File: src/rtl/seq_divider_pkg.sv
`default_nettype none
// ============================================================================
//  Module      : seq_divider_pkg
//  Description : Shared state encoding and width helper for the sequential
//                restoring divider.
//  Revision    : 1.0 - initial release
// ============================================================================
package seq_divider_pkg;

    typedef enum logic [1:0] {
        ST_IDLE = 2'b00,
        ST_RUN  = 2'b01,
        ST_DONE = 2'b10
    } state_t;

    localparam int C_DEF_M = 8;
    localparam int C_DEF_N = 8;

    // Dividend/quotient width matches the MAC accumulator output
    function automatic int width_w(input int m, input int n);
        return m + n;
    endfunction

endpackage
`default_nettype wire

File: src/rtl/seq_divider_if.sv
`default_nettype none
// ============================================================================
//  Module      : seq_divider_if
//  Description : start/busy/done handshake and operand/result bundle.
//  Revision    : 1.0 - initial release
// ============================================================================
interface seq_divider_if
    import seq_divider_pkg::*;
#(
    parameter int M = C_DEF_M,
    parameter int N = C_DEF_N
);
    localparam int W = width_w(M, N);

    logic         start;
    logic [W-1:0] dividend;
    logic [N-1:0] divisor;
    logic         busy;
    logic         done;
    logic [W-1:0] quotient;
    logic [N-1:0] remainder;
    logic         dbz;

    modport master (
        output start, dividend, divisor,
        input  busy, done, quotient, remainder, dbz
    );

    modport slave (
        input  start, dividend, divisor,
        output busy, done, quotient, remainder, dbz
    );

endinterface
`default_nettype wire

File: src/rtl/seq_divider_div_step.sv
`default_nettype none
// ============================================================================
//  Module      : seq_divider_div_step
//  Description : One combinational restoring-division iteration.
//  Revision    : 1.0 - initial release
// ============================================================================
module seq_divider_div_step #(
    parameter int N = 8
) (
    input  wire logic [N-1:0] i_pr,
    input  wire logic         i_bit,
    input  wire logic [N-1:0] i_divisor,
    output logic      [N-1:0] o_pr,
    output logic              o_qbit
);

    logic [N:0] w_shift;

    assign w_shift = {i_pr, i_bit};
    assign o_qbit  = (w_shift >= {1'b0, i_divisor});

    // The restored value is always below the divisor, so N-bit wraparound
    // subtraction yields the exact result and the carry bit can be dropped.
    assign o_pr = o_qbit ? (w_shift[N-1:0] - i_divisor) : w_shift[N-1:0];

endmodule
`default_nettype wire

File: src/rtl/seq_divider.sv
`default_nettype none
// ============================================================================
//  Module      : seq_divider
//  Description : Sequential restoring divider, one quotient bit per clock.
//  Revision    : 1.0 - initial release
// ============================================================================
module seq_divider
    import seq_divider_pkg::*;
#(
    parameter int M = C_DEF_M,
    parameter int N = C_DEF_N
) (
    input  wire logic    clk,
    input  wire logic    rst,
    seq_divider_if.slave bus
);

    localparam int              W      = width_w(M, N);
    localparam int              CW     = $clog2(W + 1);
    localparam logic [CW-1:0]   C_LAST = CW'(W - 1);

    state_t          r_state;
    state_t          w_next;
    logic [W-1:0]    r_dq;
    logic [N-1:0]    r_dvs;
    logic [N-1:0]    r_pr;
    logic [CW-1:0]   r_cnt;
    logic [W-1:0]    r_quotient;
    logic [N-1:0]    r_remainder;
    logic            r_dbz;
    logic [N-1:0]    w_pr;
    logic            w_qbit;
    logic            w_last;

    assign w_last = (r_cnt == C_LAST);

    seq_divider_div_step #(
        .N (N)
    ) u_step (
        .i_pr      (r_pr),
        .i_bit     (r_dq[W-1]),
        .i_divisor (r_dvs),
        .o_pr      (w_pr),
        .o_qbit    (w_qbit)
    );

    always_ff @(posedge clk or negedge rst) begin
        if (!rst) r_state <= ST_IDLE;
        else      r_state <= w_next;
    end

    always_comb begin
        w_next = r_state;
        case (r_state)
            ST_IDLE: begin
                if (bus.start) w_next = (bus.divisor != '0) ? ST_RUN : ST_DONE;
            end
            ST_RUN: begin
                if (w_last) w_next = ST_DONE;
            end
            ST_DONE: w_next = ST_IDLE;
            default: w_next = ST_IDLE;
        endcase
    end

    // r_dq starts as the dividend and fills with quotient bits from the LSB
    always_ff @(posedge clk or negedge rst) begin
        if (!rst) begin
            r_dq        <= '0;
            r_dvs       <= '0;
            r_pr        <= '0;
            r_cnt       <= '0;
            r_quotient  <= '0;
            r_remainder <= '0;
            r_dbz       <= 1'b0;
        end else begin
            case (r_state)
                ST_IDLE: begin
                    if (bus.start) begin
                        if (bus.divisor != '0) begin
                            r_dq  <= bus.dividend;
                            r_dvs <= bus.divisor;
                            r_pr  <= '0;
                            r_cnt <= '0;
                        end else begin
                            r_quotient  <= '1;
                            r_remainder <= '0;
                            r_dbz       <= 1'b1;
                        end
                    end
                end
                ST_RUN: begin
                    r_dq  <= {r_dq[W-2:0], w_qbit};
                    r_pr  <= w_pr;
                    r_cnt <= r_cnt + CW'(1);
                    if (w_last) begin
                        r_quotient  <= {r_dq[W-2:0], w_qbit};
                        r_remainder <= w_pr;
                        r_dbz       <= 1'b0;
                    end
                end
                default: ;
            endcase
        end
    end

    assign bus.busy      = (r_state == ST_RUN);
    assign bus.done      = (r_state == ST_DONE);
    assign bus.quotient  = r_quotient;
    assign bus.remainder = r_remainder;
    assign bus.dbz       = r_dbz;

endmodule
`default_nettype wire

File: src/flat_wrapper.sv
// flat-port wrapper written by rule: the top's interface ports become plain ports
module seq_divider_flat import seq_divider_pkg::*;
#(
    parameter int M = C_DEF_M,
    parameter int N = C_DEF_N
)
  (clk, rst, bus_start, bus_dividend, bus_divisor, bus_busy, bus_done, bus_quotient, bus_remainder, bus_dbz);
  seq_divider_if #(.M(M), .N(N)) bus_i ();
  input  wire logic clk;
  input  wire logic rst;
  input wire logic [$bits(bus_i.start)-1:0] bus_start;
  input wire logic [$bits(bus_i.dividend)-1:0] bus_dividend;
  input wire logic [$bits(bus_i.divisor)-1:0] bus_divisor;
  output wire logic [$bits(bus_i.busy)-1:0] bus_busy;
  output wire logic [$bits(bus_i.done)-1:0] bus_done;
  output wire logic [$bits(bus_i.quotient)-1:0] bus_quotient;
  output wire logic [$bits(bus_i.remainder)-1:0] bus_remainder;
  output wire logic [$bits(bus_i.dbz)-1:0] bus_dbz;
  assign bus_i.start = bus_start;
  assign bus_i.dividend = bus_dividend;
  assign bus_i.divisor = bus_divisor;
  assign bus_busy = bus_i.busy;
  assign bus_done = bus_i.done;
  assign bus_quotient = bus_i.quotient;
  assign bus_remainder = bus_i.remainder;
  assign bus_dbz = bus_i.dbz;
  seq_divider #(.M(M), .N(N)) u_core (.clk(clk), .rst(rst), .bus(bus_i));
endmodule
File: config.mk
export PLATFORM = sky130hd
export DESIGN_NAME = seq_divider_flat
export DESIGN_NICKNAME = d
export VERILOG_FILES = /design/src/rtl/seq_divider_pkg.sv /design/src/rtl/seq_divider_if.sv /design/src/rtl/seq_divider_div_step.sv /design/src/rtl/seq_divider.sv /design/src/flat_wrapper.sv
export SDC_FILE = /design/constraint.sdc
export NUM_CORES = 1
export LEC_CHECK = 0
export ABC_AREA = 1
export BUFFER_PORTS_ARGS = -buffer_cell sky130_fd_sc_hd__buf_2
export CAP_MARGIN = 20
export CORE_ASPECT_RATIO = 0.6
export CORE_MARGIN = 2
export CORE_UTILIZATION = 58
export CTS_BUF_LIST = sky130_fd_sc_hd__clkbuf_8
export CTS_CLUSTER_DIAMETER = 50
export DETAILED_ROUTE_END_ITERATION = 10
export PLACE_DENSITY = 0.92
export SLEW_MARGIN = 30
export SYNTH_ARGS = -nofsm -noshare
export SYNTH_HDL_FRONTEND = slang
export SYNTH_SLANG_ARGS = --single-unit
File: constraint.sdc
create_clock -name clk -period 2.4 [get_ports clk]
set_input_delay 0.72 -clock clk [delete_from_list [all_inputs] [get_ports clk]]
set_output_delay 0.72 -clock clk [all_outputs]
set_load 0.01 [all_outputs]
==> flow_summary_export.csv <==
group,metric,value,unit
die,initial_utilization,62.0,%
run,cap_violations,0,
timing,actual_slew_at_the_worst_max_slew_pin,576,ps
synth,synth_xor_xnor_area_share,1.08,%
cells_and_area,final_net_count,492,
cells_and_area,final_layout_size_suffix_gt1_share,21.6,%
synth,seq_area_frac_synth,49.6,%
synth,synth-warning-count,0,
setup_path,worstPathRequired,2690,ps
grt,met1_usage,38.7,%
synth,synth.ff_latch_count,64,
detailed_routing,drcViolationCount,0,
min_path,worst_hold_path_type,"input port to asynchronous set/reset pin",
timing,slew_headroom,61.6,%
clocking,cts_tree,"done",
grt,globalRouteOverflowTotal,0,
timing,timing.setup.tns,0,ps
detailed_routing,number_of_design_rule_violations_left_by_the_first_detailed_router_iteration,201,
placement,dp.cells,509,
detailed_routing,drt-wirelength-per-cell,14.2,um
timing,postLayoutSetupSlackWorst,279,ps
grt,number_of_antenna_violations_at_the_first_check_in_global_routing,0,
setup_path,setup.worst_path.start_class,"register",
setup_path,setup.worst_path.class,"register to register",
placement,pre_cts_setup_slack,295,ps
die,ioPinCount,54,
synth,distinct_cell_type_count_of_the_synthesized_netlist,30,
synth,synth_mux_area_share,0,%
clocking,numCtsBuffers,9,
setup_path,worst_r2r_endpoint,"u_core.r_pr[3]",
setup_path,critical_path.endpoint_type,"register",
timing,worst_clock_skew,7.26,ps
cells_and_area,area_delta_synth_final,16.8,%
synth,syn_avg_cell_area,8.09,um^2
clocking,cts.clk_slew.worst_paths,70,ps
die,die_area,6200,um^2
grt,busiest_layer,"met2",
setup_path,critPathArrivalTime,2410,ps
detailed_routing,first_pass_iters,5,
setup_path,timing.reg2reg.setup_slack,280,ps
clocking,h-tree-depth,3,
synth,synth_area,3230,um^2
setup_path,worst_r2r_path_depth,11,
detailed_routing,route.vias.total,2778,
placement,io_buffer_count,53,
grt,met3_usage_in_global_routing,7.83,%
clocking,clk-insertion-delay-late,340,ps
synth,area_fraction_in_compound_gates_after_synthesis,10.2,%
synth,yosys.area_share.simple,27.5,%
grt,wire_length_of_the_first_global_routing_pass,12300,um
placement,dpl.hpwl,5190,um
synth,synth_nets,437,
clocking,hold_buffers,0,
pwr,vdd.ir_drop.worst,1.04,mV
synth,main_combinational_cell_family_by_area_after_synthesis,"simple AND/OR/NAND/NOR gates",
die,rows,20,
clocking,post-cts-setup-buffers,0,
grt,first_global_vias,2540,
pwr,power.density_cell_area,1610,nW/um^2
clocking,clock-root-buffer,"sky130_fd_sc_hd__clkbuf_8",
setup_path,path_max_fanout,11,
pwr,cellLeakagePower,2.04,nW
timing,max_slew_violation_count,0,
clocking,clock_tree.buffer_depth,2,
clocking,cts_num_sinks,64,
timing,fmax,472,MHz
cells_and_area,final_core_utilization,72.5,%
grt,grt_max_degree,65,
die,placeable_area,5200,um^2
setup_path,critical_register_to_register_path_startpoint,"u_core.r_pr[1]",
clocking,ctsResizeCount,0,
timing,timing.final.crit_share,88.4,%
synth,synth-adder-area-share,4.49,%
grt,global_routing_met2_resource_utilization,39.9,%
die,die_w,100,um
placement,place_congestion,0.853,
outcome,status,"completed",
grt,grt.total_usage,26.9,%
die,die_height,61.8,um
synth,number_of_instances_in_the_synthesized_netlist,399,
timing,setup_violations,0,
detailed_routing,drt_wl_total,7450,um
cells_and_area,layoutNonFillerInstCount,524,
cells_and_area,insertedDiodeCount,0,
timing,grt_setup_unrepaired,"no",
detailed_routing,drt-vias-per-instance,5.30,
timing,period_needed,2120,ps
detailed_routing,antenna_violating_nets_post_route,0,
timing,number_of_hold_violations_in_the_final_report,0,
==> per-layer routing <==
metal  routed length, um  up-vias
li1                    -     1374
met1                3670     1288
met2                3070      100
met3                 589       16
met4                 121        0
met5                   0        -
==> cell usage in the layout, fill, tap and decap left out, types with 2 or more instances in the layout <==
cell type and n:
sky130_fd_sc_hd__nand2_1 146, sky130_fd_sc_hd__dfrtp_1 64, sky130_fd_sc_hd__buf_2 53, sky130_fd_sc_hd__nor2_1 37, sky130_fd_sc_hd__inv_1 34, sky130_fd_sc_hd__o21ai_0 23
sky130_fd_sc_hd__nand3_1 19, sky130_fd_sc_hd__clkbuf_8 11, sky130_fd_sc_hd__ha_1 10, sky130_fd_sc_hd__o21ai_2 9, sky130_fd_sc_hd__o31ai_1 8, sky130_fd_sc_hd__or2_2 7
sky130_fd_sc_hd__a21oi_1 4, sky130_fd_sc_hd__o22ai_1 4, sky130_fd_sc_hd__buf_4 4, sky130_fd_sc_hd__inv_2 3, sky130_fd_sc_hd__nor2_2 3, sky130_fd_sc_hd__xnor2_1 3
sky130_fd_sc_hd__bufinv_16 2, sky130_fd_sc_hd__buf_12 2
==> registers in the layout, indices dropped and copies added, names as in the netlist <==
register and count:
u_core.bus.quotient 16, u_core.bus.dbz 1, u_core.r_dq 16, u_core.r_pr 8
u_core.r_dvs 8, u_core.r_cnt 5, u_core.bus.remainder 8, u_core.r_state 2
==> cell usage after synthesis (all sizes together) <==
library cell  instances  area (um^2)
buf                  12         83.8
o22ai                 4         25.0
fa                    1         20.0
dfrtp                64         1600
nor2                 40          158
or2                   8         50.1
nand4                 1         6.26
a31oi                 1         6.26
nor3                  1         16.3
o31ai                 8         60.1
nand3                20          105
xnor2                 3         26.3
clkbuf                3         11.3
inv                  36          135
xor2                  1         8.76
nand2               147          554
ha                   10          125
o21ai                33          199
a22o                  1         8.76
a21oi                 5         28.8
==> kinds of logic (layout without fill, tap and decap cells) <==
family / count (synthesis) / in the layout
AND/OR/NAND/NOR: 217 / 217
XOR/XNOR: 4 / 4
flip-flops: 64 / 64
adder cells (fa/ha/maj): 11 / 11
buffers and inverters: 51 / 110
AO/OA/AOI/OAI: 52 / 52
==> metrics by stage <==
step	hold slack [ps]	power, W	area [um^2]
floorplan	424	0.00420	3230
global route	403	0.00663	3770
CTS	392	0.00606	3770
finish	366	0.00608	3770
detailed placement	455	0.00499	3550
global placement	453	0.00485	3550
==> critical path, stage by stage, from the launching register on <==
cell	delay, ps
sky130_fd_sc_hd__dfrtp_1	400
sky130_fd_sc_hd__ha_1	340
sky130_fd_sc_hd__or2_1	280
sky130_fd_sc_hd__nand3_2	110
sky130_fd_sc_hd__nand2_1	80
sky130_fd_sc_hd__nand2_2	140
sky130_fd_sc_hd__nand2_1	250
sky130_fd_sc_hd__inv_1	140
sky130_fd_sc_hd__nand2_1	60
sky130_fd_sc_hd__nand2_1	120
sky130_fd_sc_hd__nand2_1	70
sky130_fd_sc_hd__nand2_1	60
==> power by group <==
part           switching (W)  internal (W)  total [W]
registers           0.000283       0.00158    0.00186
clock network       0.000405      0.000630    0.00104
logic                0.00204       0.00113    0.00318
==> final cells by class <==
class | instances | area, um^2
clock buffer | 11 | 151
sequential | 64 | 1600
inverter | 36 | 135
fill | 406 | 1430
clock inverter | 4 | 68.8
multi-input combinational | 284 | 1400
timing repair buffer | 59 | 335
tap | 66 | 82.6
==> worst max path at each step <==
stage / from / end / cells past startpoint
global route: u_core.r_pr[1] / u_core.r_pr[3] / 11
global placement: bus_divisor[5] / u_core.r_dq[11] / 8
finish: u_core.r_pr[1] / u_core.r_pr[3] / 11
detailed placement: bus_divisor[5] / u_core.r_dq[13] / 8
floorplan: u_core.r_state[1] / bus_busy / 5
CTS: u_core.r_cnt[0] / u_core.bus.quotient[11] / 9
No activity file was read; power rests on OpenSTA's default activity.
